## src/rtl/cla_nibble_sequencer.sv

```systemverilog
// Multi-cycle WIDTH-bit adder that time-shares one external 4-bit CLA slice, one nibble per cycle, LSB first.
// Optional macro OVERFLOW_FLAG_EN adds a registered two's-complement overflow output (ovf).
module cla_nibble_sequencer #(
  parameter int WIDTH = 16
) (
  input  logic             clk,
  input  logic             rst,
  input  logic             in_valid,
  output logic             in_ready,
  input  logic [WIDTH-1:0] a,
  input  logic [WIDTH-1:0] b,
  input  logic             cin,
  output logic [3:0]       cla_a,
  output logic [3:0]       cla_b,
  output logic             cla_cin,
  input  logic [3:0]       cla_s,
  input  logic             cla_cout,
  output logic             out_valid,
  input  logic             out_ready,
  output logic [WIDTH-1:0] sum,
  output logic             cout,
`ifdef OVERFLOW_FLAG_EN
  output logic             ovf,
`endif
  output logic [1:0]       dbg_state
);

  localparam int NIBBLES = WIDTH / 4;
  localparam int IDX_W   = (NIBBLES > 1) ? $clog2(NIBBLES) : 1;
  localparam logic [IDX_W-1:0] LAST_IDX = IDX_W'(NIBBLES - 1);

  generate
    if ((WIDTH < 4) || (WIDTH % 4 != 0)) begin : g_bad_width
      $error("cla_nibble_sequencer: WIDTH must be a multiple of 4 and at least 4");
    end
  endgenerate

  typedef enum logic [1:0] {
    IDLE = 2'd0,
    RUN  = 2'd1,
    DONE = 2'd2
  } state_t;

  state_t           state;
  state_t           state_next;
  logic [IDX_W-1:0] idx;
  logic [IDX_W+1:0] base;
  logic [WIDTH-1:0] a_reg;
  logic [WIDTH-1:0] b_reg;
  logic             carry;
  logic             last_nib;

  assign base      = {idx, 2'b00};
  assign last_nib  = (idx == LAST_IDX);
  assign dbg_state = state;

  always_ff @(posedge clk) begin
    if (rst) state <= IDLE;
    else     state <= state_next;
  end

  // Handshakes: a transfer happens on a rising edge where valid and ready are both high;
  // in_ready is high only in IDLE, out_valid only in DONE, and neither depends on the other side's valid/ready.
  always_comb begin
    state_next = state;
    in_ready   = 1'b0;
    out_valid  = 1'b0;
    cla_a      = 4'h0;
    cla_b      = 4'h0;
    cla_cin    = 1'b0;
    case (state)
      IDLE: begin
        in_ready = 1'b1;
        if (in_valid) state_next = RUN;
      end
      RUN: begin
        cla_a   = a_reg[base +: 4];
        cla_b   = b_reg[base +: 4];
        cla_cin = carry;
        if (last_nib) state_next = DONE;
      end
      DONE: begin
        out_valid = 1'b1;
        if (out_ready) state_next = IDLE;
      end
      default: state_next = IDLE;
    endcase
  end

  always_ff @(posedge clk) begin
    if (rst) begin
      idx   <= '0;
      a_reg <= '0;
      b_reg <= '0;
      sum   <= '0;
      carry <= 1'b0;
      cout  <= 1'b0;
`ifdef OVERFLOW_FLAG_EN
      ovf   <= 1'b0;
`endif
    end else begin
      case (state)
        IDLE: begin
          if (in_valid) begin
            a_reg <= a;
            b_reg <= b;
            carry <= cin;
            idx   <= '0;
          end
        end
        RUN: begin
          sum[base +: 4] <= cla_s;
          carry          <= cla_cout;
          if (last_nib) begin
            idx  <= '0;
            cout <= cla_cout;
`ifdef OVERFLOW_FLAG_EN
            // The top nibble's sum is still on cla_s, so its MSB is the final sum MSB.
            ovf  <= (a_reg[WIDTH-1] == b_reg[WIDTH-1]) & (cla_s[3] != a_reg[WIDTH-1]);
`endif
          end else begin
            idx <= idx + IDX_W'(1);
          end
        end
        DONE: begin
          if (out_ready) idx <= '0;
        end
        default: idx <= '0;
      endcase
    end
  end

endmodule

```

## config.mk

```make
export PLATFORM = sky130hd
export DESIGN_NAME = cla_nibble_sequencer
export DESIGN_NICKNAME = d
export VERILOG_FILES = /design/src/rtl/cla_nibble_sequencer.sv
export SDC_FILE = /design/constraint.sdc
export NUM_CORES = 1
export LEC_CHECK = 0
export ABC_AREA = 1
export CAP_MARGIN = 10
export CORE_ASPECT_RATIO = 0.8
export CORE_MARGIN = 8
export CORE_UTILIZATION = 35
export DETAILED_ROUTE_END_ITERATION = 8
export PLACE_DENSITY_LB_ADDON = 0.1
export SKIP_LAST_GASP = 1
export SYNTH_ARGS = -nofsm -noshare
export SYNTH_HDL_FRONTEND = slang
export SYNTH_SLANG_ARGS = --single-unit
```

## constraint.sdc

```tcl
create_clock -name clk -period 1.5 [get_ports clk]
set_input_delay 0.225 -clock clk [delete_from_list [all_inputs] [get_ports clk]]
set_output_delay 0.225 -clock clk [all_outputs]
set_load 0.005 [all_outputs]
```

==> flow_summary.ini, run 1 <==
[outcome]
status = finished, violations left
violations = negative setup slack

[floorplanning]
die-area_mm2 = 0.009783
die_x_um = 108.6
io_pins = 72
initial_core_util_pct = 35.54
die_height_um = 90.08
core_mm2 = 0.006756
num_rows = 27

[grt]
grtUsageMet1_pct = 20.15
first_global_vias = 2350
grt_pass1_wl_um = 11160
antenna_found_initial = 0
grt_overflow_total = 0
grt_max_degree = 39
grtUsageMet2_pct = 19.29
globalRouteMet3Util_pct = 3.994
grt-busiest-layer = met1
track_usage_pct = 13.77

[yosys]
yosysMostFrequentCell = nor2_1
synthArstFlopShare_pct = 0
mappedNetlistArea_mm2 = 0.002401
synth_top_area_cell = dfxtp_1
synth_warnings = 0
synth_seq_area_share_pct = 45.02
synthTopCellsByCount = 115 x nor2_1, 54 x dfxtp_1, 51 x o21ai_0
syn_area_per_cell_um2 = 6.919
synth_top_area_share_pct = 45.02
synth_cells = 347
synthFlopType = dfxtp_1
synth_edf_count = 0
synth_area_leaders = dfxtp_1 45%, nor2_1 18%, o21ai_0 11%
syn-num-nets = 395
ys_seq_elements = 54
synth_cell_type_count = 20

[flow_run]
cap_violations = 0

[drt]
drt_wl_total_um = 6811
vias = 2375
route.detailed.drc = 0
vias_per_cell = 4.585
avgRoutedWirePerCell_um = 13.15
first_pass_iters = 4
drt_first_iter_violations = 105
ant_nets = 0

[timing]
relSlewSlack_pct = 82.90
finClkSkew_ns = 0.006715
finalCritPeriodShare_pct = 105.1
rsz0062_at_grt = true
drv_slew = 0
tightest_slew_ns = 0.2538
worst_slack_ns = -0.07724
finalCriticalPeriod_ns = 1.577
hold_viol_final = 0
setup_viol = 7
fmax_ghz = 0.6340

[power]
p_clk_share_pct = 34.3
switching_share_pct = 24.64
power_density_mw_per_mm2 = 940.5
p_int_uw = 2574
comb_power_share_pct = 19.4
seq_power_share_pct = 46.3
ir_drop_v = 0.0005036
power_switching_uw = 841.7
p_leak_uw = 0.001490

[setup_path]
startpoint_type = register
path_delay_family = flip-flops
max_stage_delay_ns = 0.39
crit_slowest_cell = dfxtp_4
crit_top_cell = nor2_1
cp.arrival_ns = 1.35
worst-path-buf-inv = 2
critPathRequiredTime_ns = 1.27
cp-end-kind = output pin
r2r_cells = 8
crit_type = register to output pin
path_max_fanout = 10
cp.depth = 6
crit_chain = buf_12, nor2_1, nor2_1, o21ai_0, a21oi_1, buf_2

[cells_and_area]
final_cells = 518
area_growth_pct = 51.28
fill_cells = 704
antenna_cells = 0
nets = 478
drive_gt1_share_pct = 16.01
fin_area_mm2 = 0.003632

[placed_design]
dpl.cell_count = 510
post_dp_cell_area_mm2 = 0.003405
dp.final_hpwl_um = 5181
io_buffers = 71
globalplace.congestion = 0.8004

[clock_network]
postCtsSetupBuffers = 0
clk_latency_ns = 0.30
cts_root_buf = clkbuf_8
clkTransAtPathRegs_ns = 0.10
cts_sinks = 54
ctsHoldBuffers = 0
numCtsBuffers = 5
cts_tree = built
clockBufferDepth = 2
cts_max_level = 2

[hold_path]
hold_path_class = register to register
whs_path_depth = 2
worst paths after layout:
| kind | start | end | slack [ns] |
|---|---|---|---|
| max | idx[0] | cla_a[3] | -0.08 |
| max reg2reg | idx[1] | sum[2] | 0.06 |
| min | sum[7] | sum[7] | 0.47 |
| min reg2reg | sum[7] | sum[7] | 0.47 |
power groups by stage:
| stage | registers, µW | clock network [µW] | logic, µW |
|---|---|---|---|
| after floorplan | 1600 | 0 | 322 |
| after global placement | 1610 | 0 | 626 |
| after detailed placement | 1610 | 0 | 632 |
| after CTS | 1580 | 1210 | 624 |
| after global routing | 1590 | 1260 | 739 |
| final | 1580 | 1170 | 663 |
through the flow:
step / total power [µW] / TNS, ns / setup slack (ns) / util [%] / hold WS (ns)
6_report: 3416 / -0.2454 / -0.07724 / 53.76 / 0.4668
5_1_grt: 3596 / -1.097 / -0.1722 / 53.76 / 0.4782
2_1_floorplan: 1919 / 0 / 0.009654 / - / 0.3738
3_5_place_dp: 2244 / -1.009 / -0.1912 / 50.39 / 0.4574
3_3_place_gp: 2238 / -1.039 / -0.1777 / 50.39 / 0.4535
4_1_cts: 3410 / -0.6049 / -0.2057 / 52.13 / 0.4717
area by class of cell:
type	instances	area, µm²	share of cell area (%)
clock buffer	6	82.58	2.274
clock inverter	2	60.06	1.653
inverter	19	76.32	2.101
multi-input combinational	255	1262	34.76
sequential	54	1089	29.97
tap	87	108.9	2.997
timing repair buffer	95	953.4	26.25
layer usage:
metal | up-vias | part of all wire [%]
li1 | 1273 | -
met5 | - | 0
met1 | 1039 | 51
met2 | 61 | 41
met4 | 0 | 0.43
met3 | 2 | 7.3
layout by cell type (no fill, tap or decap), types with 3 or more instances in the layout:
cell type / instances
buf_4: 15
buf_2: 8
ha_1: 4
nor3_2: 5
dfxtp_1: 50
a21oi_1: 24
nand3_1: 4
buf_12: 8
inv_1: 16
o21ai_0: 41
nand2_1: 35
clkbuf_8: 6
clkdlybuf4s50_1: 58
nand2_2: 5
o21ai_1: 12
nor2_1: 111
nor2_4: 4
dfxtp_2: 3
dlygate4sd2_1: 3
logic make-up after synthesis:
group / share of synthesized area, %
AOI/OAI and AO/OA: 16.57
adders and majority gates: 3.127
buffers and inverters: 7.452
DFF: 45.02
and+or+nand+nor: 27.83
worst reg2reg max path, cell delays in order (launching register included):
cell and delay [ns]:
dfxtp_2 0.36, clkinv_4 0.09, buf_4 0.17, ha_4 0.29, inv_1 0.06, nand2_2 0.13, nor3_2 0.06, nor2_1 0.14
nor2_1 0.05
timing repair:
action | in CTS | in global routing
pin swaps | 5 | 11
hold endpoints to repair | 0 | 0
resized for setup | 42 | 39
setup endpoints to repair | 18 | 26
Power figures use the tool's default switching activity.
==> inputs of run 2 (changes only) <==
--- a/config.mk
+++ b/config.mk
@@ -10,6 +10,7 @@
 export CORE_ASPECT_RATIO = 0.8
 export CORE_MARGIN = 8
 export CORE_UTILIZATION = 35
+export CTS_BUF_LIST = sky130_fd_sc_hd__clkbuf_4
 export DETAILED_ROUTE_END_ITERATION = 8
 export PLACE_DENSITY_LB_ADDON = 0.1
 export SKIP_LAST_GASP = 1
==> run 2 against run 1 <==
Compared with the run above:
- the run still ends with negative setup slack left
- routed wire length fell by 0.46%
- clock power fell by 19%
- clock-buffer cell count fell by 1
- worst setup slack got worse by 0.12 ns
- combinational power barely moved
- first-iteration DRC count fell by 3.8%
- non-clock buffer count rose by 3
- power fell by 6.3%
- sequential power barely moved
==> flow_summary.ini, run 2 (synthesis results as in run 1) <==
[setup_path]
r2r-end = sum[10]
startpoint_type = register
rrSetupSlack_ns = 0.09
cp.arrival_ns = 1.47
cp-end-kind = output pin
critPathRequiredTime_ns = 1.27
path_max_fanout = 3
r2r_cells = 7
crit_type = register to output pin
worstReg2RegStart = idx[1]

[grt]
track_usage_pct = 13.82
grt_overflow_total = 0
grt_max_degree = 39
first_global_vias = 2363
grt_pass1_wl_um = 11230
antenna_found_initial = 0

[hold_path]
whs_path_depth = 3
min-delay-start = b[14]
hold-path-endpoint = b_reg[14]
hold_path_class = primary input to register

[timing]
setup_viol = 8
tightest_slew_ns = 0.2538
worst_slack_ns = -0.1959
finalCriticalPeriod_ns = 1.696
fmax_ghz = 0.5896
hold_viol_final = 0
finalCritPeriodShare_pct = 113.1
drv_slew = 0
relSlewSlack_pct = 82.90
rsz0062_at_grt = true
finClkSkew_ns = 0.01105

[clock_network]
cts_max_level = 2
numCtsBuffers = 5
cts_sinks = 54
cts_root_buf = clkbuf_4
clkTransAtPathRegs_ns = 0.15
cts_tree = built
clockBufferDepth = 2
ctsHoldBuffers = 0
clk_latency_ns = 0.36

[cells_and_area]
drive_gt1_share_pct = 20.74
area_growth_pct = 50.81
final_cell_mix = 109 x nor2_1, 55 x clkdlybuf4s50_1, 42 x o21ai_0, 37 x dfxtp_1, 36 x nand2_1
nets = 481
final_util_pct = 53.59
register_area_mm2 = 0.001105
multi_input_area_mm2 = 0.001260
antenna_cells = 0
final_common_cell = nor2_1
fin_area_mm2 = 0.003621
fill_cells = 695

[floorplanning]
io_pins = 72
initial_core_util_pct = 35.54
num_rows = 27
core_mm2 = 0.006756
die-area_mm2 = 0.009783
die_x_um = 108.6
die_height_um = 90.08

[drt]
ant_nets = 0
drt_first_iter_violations = 101
avgRoutedWirePerCell_um = 13.01
drt_wl_total_um = 6780
route.detailed.drc = 0
vias = 2413
first_pass_iters = 4
vias_per_cell = 4.631

[power]
p_leak_uw = 0.001508
power_density_mw_per_mm2 = 884.1
ir_drop_v = 0.0004818

[flow_run]
cap_violations = 0

[outcome]
violations = negative setup slack
status = finished, violations left

[placed_design]
place_ws_ns = -0.1912
io_buffers = 71
post_dp_cell_area_mm2 = 0.003405
dp.final_hpwl_um = 5181
globalplace.congestion = 0.8004
run 2: changes by cell type in the layout (fill, tap and decap cells not counted), moves of 3 or more:
| cell | change |
|---|---|
| dfxtp_2 | +13 |
| clkbuf_4 | +5 |
| clkdlybuf4s50_1 | -3 |
| dfxtp_1 | -13 |
| clkbuf_8 | -6 |
run 2: area by class of cell:
| type | instances | area share [%] |
|---|---|---|
| Timing Repair Buffer | 98 | 26.78 |
| Clock buffer | 5 | 1.037 |
| Sequential cell | 54 | 30.51 |
| Inverter | 19 | 2.108 |
| Tap cell | 87 | 3.006 |
| Multi-Input combinational cell | 255 | 34.80 |
| Clock inverter | 3 | 1.762 |
run 2: worst max path at each step:
stage | startpoint | to | slack (ns) | depth (start not counted)
2_1_floorplan | idx[0] | sum[13] | 0.01 | 8
3_3_place_gp | idx[0] | cla_b[0] | -0.18 | 6
3_5_place_dp | idx[0] | cla_b[0] | -0.19 | 6
4_1_cts | idx[0] | cla_a[3] | -0.25 | 5
5_1_grt | idx[0] | cla_b[1] | -0.30 | 7
6_report | idx[0] | cla_b[1] | -0.20 | 7
run 2: where the power goes:
group / switching [µW] / total (µW) / internal [µW]
registers: 55.4 / 1580 / 1530
clock network: 439 / 953 / 514
logic: 322 / 665 / 343
total: 816 / 3200 / 2390
run 2: per-layer routing:
layer  track usage (%)  wire, µm
met1             20.12      3540
met4             2.730        38
met3             3.852       419
met5                 0         0
met2             19.59      2781
run 2: repair_timing:
item | 4_1_cts | 5_1_grt
gates resized for setup | 44 | 59
pin swaps | 5 | 14
setup endpoints to repair | 19 | 40
buffers inserted | 1 | 2
run 2: metrics by stage:
step	hold slack (ns)	total power, µW	setup TNS [ns]	cells
floorplan	0.3738	1919	0	347
global placement	0.4535	2238	-1.039	510
detailed placement	0.4574	2244	-1.009	510
CTS	0.4387	3198	-1.796	519
global route	0.4597	3380	-2.111	521
finish	0.4547	3201	-1.040	521
run 2: critical path, cell delays in order, from the launching register on:
cell,delay (ns)
dfxtp_4,0.40
buf_6,0.10
buf_6,0.09
nor2_4,0.03
nor2_2,0.11
o21ai_1,0.08
a21oi_1,0.15
buf_2,0.13
